$ cat config.mk
export PLATFORM = sky130hd
export DESIGN_NAME = icache
export DESIGN_NICKNAME = d
export VERILOG_FILES = /design/src/rtl/icache.sv
export SDC_FILE = /design/constraint.sdc
export NUM_CORES = 2
export LEC_CHECK = 0
export CORE_MARGIN = 2
export CORE_UTILIZATION = 60
export DETAILED_ROUTE_END_ITERATION = 10
export PLACE_DENSITY = 0.77
export SYNTH_ARGS = -nofsm -noshare
export SYNTH_HDL_FRONTEND = slang
export SYNTH_SLANG_ARGS = --single-unit
$ cat constraint.sdc
create_clock -name clk_in -period 5.15 [get_ports clk_in]
set_input_delay 0.7725 -clock clk_in [delete_from_list [all_inputs] [get_ports clk_in]]
set_output_delay 0.7725 -clock clk_in [all_outputs]
set_load 0.01 [all_outputs]
$ cat src/rtl/icache.sv
// Direct-mapped instruction cache with one-word lines sitting between the
// decoder fetch port and the memory controller; misses block until refilled.
module icache #(
   parameter int IDX_WIDTH = 6
) (
   input  logic        clk_in,
   input  logic        rst_in,
   input  logic        rdy_in,
   input  logic        clear,
   input  logic        if_enable,
   input  logic [31:0] if_addr,
   output logic        if_ready,
   output logic [31:0] inst,
   output logic        mem_if_enable,
   output logic [31:0] mem_if_addr,
   input  logic        mem_if_ready,
   input  logic [31:0] mem_inst
);

   localparam int LINES = 1 << IDX_WIDTH;
   localparam int TAG_W = 16 - IDX_WIDTH;

   typedef enum logic [0:0] {
      IDLE = 1'b0,
      MISS = 1'b1
   } state_t;

   state_t              state_q, state_d;
   logic                if_ready_q, if_ready_d;
   logic [31:0]         inst_q, inst_d;
   logic                mem_en_q, mem_en_d;
   logic [31:0]         mem_addr_q, mem_addr_d;
   logic [LINES-1:0]    valid_q;
   logic [TAG_W-1:0]    tag_q  [LINES];
   logic [31:0]         data_q [LINES];

   logic [IDX_WIDTH-1:0] req_idx_s, fill_idx_s;
   logic [TAG_W-1:0]     req_tag_s, fill_tag_s;
   logic                 hit_s, accept_s, fill_s;
   logic                 unused_bits_s;

   assign req_idx_s  = if_addr[IDX_WIDTH+1:2];
   assign req_tag_s  = if_addr[17:IDX_WIDTH+2];
   assign fill_idx_s = mem_addr_q[IDX_WIDTH+1:2];
   assign fill_tag_s = mem_addr_q[17:IDX_WIDTH+2];
   assign hit_s      = valid_q[req_idx_s] && (tag_q[req_idx_s] == req_tag_s);
   // A request still visible while if_ready is high is the one just served.
   assign accept_s   = (state_q == IDLE) && if_enable && !if_ready_q && !clear;
   assign unused_bits_s = ^{if_addr[1:0], mem_addr_q[1:0], mem_addr_q[31:18]};

   assign if_ready      = if_ready_q;
   assign inst          = inst_q;
   assign mem_if_enable = mem_en_q;
   assign mem_if_addr   = mem_addr_q;

   always_comb begin
      state_d    = state_q;
      if_ready_d = 1'b0;
      inst_d     = inst_q;
      mem_en_d   = mem_en_q;
      mem_addr_d = mem_addr_q;
      fill_s     = 1'b0;
      case (state_q)
         IDLE: begin
            if (accept_s) begin
               if (hit_s) begin
                  if_ready_d = 1'b1;
                  inst_d     = data_q[req_idx_s];
               end else begin
                  state_d    = MISS;
                  mem_en_d   = 1'b1;
                  mem_addr_d = {if_addr[31:2], 2'b00};
               end
            end else begin
               state_d = IDLE;
            end
         end
         MISS: begin
            // The returned word is kept even when flushed; only the reply is dropped.
            if (mem_if_ready) begin
               fill_s   = 1'b1;
               state_d  = IDLE;
               mem_en_d = 1'b0;
               if (!clear) begin
                  if_ready_d = 1'b1;
                  inst_d     = mem_inst;
               end else begin
                  if_ready_d = 1'b0;
               end
            end else if (clear) begin
               state_d  = IDLE;
               mem_en_d = 1'b0;
            end else begin
               state_d = MISS;
            end
         end
         default: begin
            state_d  = IDLE;
            mem_en_d = 1'b0;
         end
      endcase
   end

   always_ff @(posedge clk_in) begin
      if (rst_in) begin
         state_q    <= IDLE;
         if_ready_q <= 1'b0;
         inst_q     <= 32'd0;
         mem_en_q   <= 1'b0;
         mem_addr_q <= 32'd0;
         valid_q    <= '0;
      end else if (rdy_in) begin
         state_q    <= state_d;
         if_ready_q <= if_ready_d;
         inst_q     <= inst_d;
         mem_en_q   <= mem_en_d;
         mem_addr_q <= mem_addr_d;
         if (fill_s) begin
            valid_q[fill_idx_s] <= 1'b1;
         end
      end
   end

   // Tag and data storage need no reset; the valid bits gate every use.
   always_ff @(posedge clk_in) begin
      if (!rst_in && rdy_in && fill_s) begin
         tag_q[fill_idx_s]  <= fill_tag_s;
         data_q[fill_idx_s] <= mem_inst;
      end
   end

endmodule
## Word-level counts from Yosys, hierarchy flattened

Memories as Yosys holds them, arrays and structs flattened.
Index checks and enable logic that the tools add are counted.

| storage, ports and cells | value |
|---|---|
| output and inout bits | 66 |
| logic and storage cells | 62 |
| bits of input ports | 70 |
| memory bits (writable) | 2688 |
| register bits after elaboration | 129 |
| memories kept | 2 |

| operators by class | value |
|---|---|
| mux-type cells | 27 |
| reductions and logical operators | 14 |
| bitwise operators | 3 |
| equal/unequal tests | 7 |
| magnitude comparators | 3 |

Memories:

| name | depth | width | read ports | clocked after Yosys merged registers in | write ports | RTL line | text |
|---|---|---|---|---|---|---|---|
| data_q | 64 | 32 | 1 | 0 | 1 | 35 | `logic [31:0] data_q [LINES];` |
| tag_q | 64 | 10 | 1 | 0 | 1 | 34 | `logic [TAG_W-1:0] tag_q [LINES];` |

Operators with widths:

| operator | count |
|---|---|
| $mux 32 | 4 |
| $or 64x64->64 | 1 |
| $pmux 32 s2 | 1 |
| $mux 1 | 17 |
| $lt 6x7->1 const B | 2 |
| $eq 10x10->1 | 1 |
| $ne 2x2->1 const B | 5 |
| $reduce_and 4->1 | 2 |
| $logic_and 1x1->1 | 7 |
| $bmux 1 s6 | 1 |
| $demux 1 s6 | 1 |
| $ge 6x1->1 const B | 1 |
| $pmux 1 s2 | 3 |
| $reduce_and 5->1 | 1 |
| $logic_not 1->1 | 3 |
| $ne 3x3->1 const B | 1 |
| $not 1->1 | 2 |
| $reduce_and 2->1 | 1 |

## Logic depth before layout (Yosys ltp)

| logic depth | value |
|---|---|
| depth in word-level cells | 6 |
| mapped depth | 15 |
| depth with buffers taken out | 9 |

## Least setup slack after synthesis

OpenSTA, ideal clock, no wires.

| timing path | value |
|---|---|
| path kind | in2reg |
| from | in mem_if_ready |
| to | mem data_q[15][0] (enable) |
| path buffers | 1 |
| required time | 4708 ps |
| setup slack | 1218 ps |
| stages on the path | 5 |
| arrival | 3491 ps |
| cells stage by stage | nand3_1 nor3b_1 nand3_1 clkbuf_1 nor2_1 |

| on the way | value |
|---|---|
| longest elaborated chain between the ends | 5 |

Ends and longest elaborated chain:

| element | RTL line | text |
|---|---|---|
| start, declared | 16 | `input logic mem_if_ready,` |
| $mux 1 | 80 | `if (mem_if_ready) begin` |
| $mux 1 | 63 | `case (state_q)` |
| $logic_and 1x1->1 | 126 | `if (!rst_in && rdy_in && fill_s) begin` |
| $mux 1 | 126 |  |
| $mux 1 (implied by the code) | 128 | `data_q[fill_idx_s] <= mem_inst;` |
| end, declared | 35 |  |

No other way between the ends.

## Final worst setup path

| timing path | value |
|---|---|
| from | reg state_q |
| to | mem data_q[31][21] (enable) |

| on the way | value |
|---|---|
| longest elaborated chain between the ends | 4 |

Ends and longest elaborated chain:

| element | RTL line | text |
|---|---|---|
| start, declared | 28 | `state_t state_q, state_d;` |
| start signal, assigned | 113 | `state_q <= state_d;` |
| $mux 1 | 63 |  |
| $logic_and 1x1->1 | 126 |  |
| $mux 1 | 126 |  |
| $mux 1 (implied by the code) | 128 |  |

No other way between the ends.

==> flow_summary_export.csv <==
group,metric,value,unit
outcome,outcome,"completed",
cts,postCtsSetupRepairBufs,0,
floorplanning,die_w,429,µm
cts,cts_resized,0,
flow_run,max_cap_viol_count,0,
logic_synthesis,yosysTopAreaCell,"edfxtp_1",
power,combPwrFrac,0.043,
logic_synthesis,ys_top_cells_by_count,"edfxtp_1, mux4_2, mux2i_1",
global_route,grt_usage,0.334,
worst_setup_path,max_stage_delay,0.99,ns
cts,cts_tree,"done",
power,clkPwrFrac,0.428,
cts,cts_root_buf,"clkbuf_16",
timing,period_needed,3.93,ns
global_route,grt_pass1_wl,426,mm
logic_synthesis,synth_area,0.108,mm²
worst_setup_path,arrival,4.51,ns
layout,drive_above_1_share,0.296,
cts,numCtsBuffers,287,
global_route,grt_start_max_net_pins,116,
place,place_area,0.115,mm²
routing,avgViaCountPerCell,7.23,
timing,maxSlewHeadroom,0.142,
worst_setup_path,worstSetupPathType,"reg -> reg",
worst_setup_path,start_kind,"flip-flop",
floorplanning,die_h,429,µm
power,vdd_drop_max,0.371,mV
timing,slew_viol_final,0,
timing,finalSetupViolations,0,
global_route,grt_pass1_vias,56000,
logic_synthesis,synthCells,4732,
power,p_switching,9.77,mW
cts,cts_max_level,5,
floorplanning,core-area,0.180,mm²
timing,rsz0062_at_grt,"false",
worst_setup_path,critical_path.top_delay_family,"simple AND/OR/NAND/NOR gates",
worst_setup_path,crit_top_cell,"nand3_1",
timing,worst_slack,1.22,ns
logic_synthesis,synth_area_leaders,"edfxtp_1, mux4_2, dfxtp_1, mux2i_1, nand2b_1",
floorplanning,io-pin-count,136,
logic_synthesis,synth_cell_types,68,
cts,cts.sinks,2817,
floorplanning,rows,156,
place,dp_hpwl,153,mm
worst_setup_path,reg2reg_slack,1.22,ns
global_route,overflow,0,
cts,clkTransAtPathRegs,0.06,ns
logic_synthesis,yosys_register_bits,2817,
floorplanning,start_util,0.602,
worst_setup_path,cp.required,5.73,ns
min_path,hold_class,"in -> reg",
cts,ctsHoldBuffers,0,
worst_setup_path,crit_chain,"nand3_1 -> nor3b_1 -> nand3_1 -> buf_4 -> nor2_4 -> buf_12",
cts,worstSkewPairLatency,0.93,ns
place,gp_congestion,0.812,
place,io_buffers,131,
logic_synthesis,synth-seq-area-share,0.768,
timing,tightest_slew,1.28,ns
routing,dr.pass1.iters,8,
worst_setup_path,crit_fanout,27,
logic_synthesis,yosys_warnings,0,
power,p_per_area,384,mW/mm²
layout,fin_area,0.123,mm²
place,dp_slack,0.511,ns
timing,finalHoldWorstSlack,0.303,ns
timing,clock_skew,0.0653,ns
layout,final_nets,5193,
power,leakagePower,38.1,nW
logic_synthesis,synth_edf_count,2688,
routing,vias,55700,
routing,ant_nets,0,
logic_synthesis,synth_top_area_share,0.745,
global_route,antenna_found_initial,12,
power,seqPwrFrac,0.529,
timing,hold_viol,0,
power,p_int,37.7,mW
logic_synthesis,async_reset_ff_frac,0,
timing,period_share,0.763,
layout,areaGrowthSynthToFinish,13.9,%
floorplanning,dieArea,0.184,mm²
timing,setup_tns,0,ns
worst_setup_path,crit_buf_inv,2,
worst_setup_path,cp-end-kind,"flip-flop",
logic_synthesis,synth_top_flop_cell,"edfxtp_1",
worst_setup_path,slowest_stage,"nor2_4",
power,swShare,0.206,
routing,wl_per_cell,39.6,µm
routing,drt_iter0_markers,9852,
logic_synthesis,synth.most_common_cell,"edfxtp_1",
cts,clk_path_buf_depth,4,
routing,drt_wl_total,305,mm
timing,fmax,0.254,GHz
routing,drc_errors,0,
logic_synthesis,syn_area_per_cell,22.9,µm²
-- cells by family (layout without fill, tap and decap cells) --
logic type | count (synthesis) | in the layout | synth area share
muxes | 975 | 975 | 0.184
AOI/OAI and AO/OA | 205 | 205 | 0.0139
other | 1 | 5 | 0.0000346
DFF | 2817 | 2817 | 0.768
and+or+nand+nor | 351 | 351 | 0.0168
buffers and inverters | 375 | 967 | 0.0159
xor gates and xnor gates | 8 | 8 | 0.000646
-- power by group through the flow --
stage / clock network (mW) / logic, mW / registers (mW)
floorplan: 0 / 1.22 / 25.6
global placement: 0 / 1.94 / 25.6
detailed placement: 0 / 1.98 / 25.6
CTS: 20.4 / 2.03 / 25.1
global route: 21.2 / 2.13 / 25.1
finish: 20.3 / 2.05 / 25.1
-- stage by stage --
stage	power (mW)	utilization	cells
detailed placement	27.6	0.636	7204
CTS	47.5	0.685	7695
global placement	27.5	0.636	7204
finish	47.4	0.685	7698
floorplan	26.8	-	4733
global route	48.4	0.685	7695
-- placed cells by master (no fill, tap or decap), types with 5 or more instances in the layout --
cell type / instances
clkinv_1: 49
clkinvlp_4: 5
nor2_4: 64
nand4_1: 10
xor2_1: 6
mux2i_1: 152
buf_4: 166
bufinv_16: 25
dfxtp_2: 10
edfxtp_1: 2688
clkbuf_16: 293
a22oi_1: 28
inv_1: 97
a211o_1: 32
nor2_1: 51
clkinv_2: 36
mux2_2: 5
nor2b_1: 12
nor4_1: 5
clkbuf_1: 71
clkdlybuf4s50_1: 92
a21oi_1: 12
buf_12: 81
and2_1: 5
or3b_2: 9
buf_2: 33
nand3_1: 24
nand2_1: 42
nand2b_1: 95
dfxtp_1: 118
mux4_2: 817
o22ai_1: 86
nand3b_1: 10
nor3_1: 8
-- state kept, by name, indices dropped and copies added (netlist names) --
name and flops:
data_q 2048, if_ready 1, inst 32, mem_if_addr 30, mem_if_enable 1, state_q 1, tag_q 640, valid_q 64
-- worst reg2reg max path, delay by kind of cell (launching register included) --
family | cells | cell delay [ns]
simple gates | 4 | 2.18
buf+inv | 2 | 0.71
flops | 1 | 0.72
-- layer usage --
metal | vias to the layer above | track usage | part of all wire
li1 | 20800 | - | -
met1 | 28900 | 0.451 | 0.33
met4 | 10 | 0.161 | 0.058
met5 | - | 0 | 0.00019
met2 | 5075 | 0.515 | 0.47
met3 | 977 | 0.0880 | 0.14
-- path summary, 6_finish.rpt --
| kind | cells after the start | endpoint | startpoint |
|---|---|---|---|
| setup / recovery | 6 | data_q[31][21] | state_q |
| hold / removal | 1 | data_q[57][27] | mem_inst[27] |
| setup reg to reg | 6 | data_q[31][21] | state_q |
| hold reg to reg | 2 | mem_if_addr[20] | mem_if_addr[20] |
-- final cells by class --
| type | instances | area, µm² |
|---|---|---|
| antenna | 3 | 7.51 |
| sequential | 2817 | 83300 |
| clock buffer | 368 | 7650 |
| inverter | 100 | 385 |
| timing repair buffer | 376 | 4010 |
| fill | 10300 | 56700 |
| tap | 2370 | 2970 |
| multi-input combinational | 1541 | 23900 |
| clock inverter | 123 | 1240 |
Note: power is estimated with default switching activity, not from simulation.
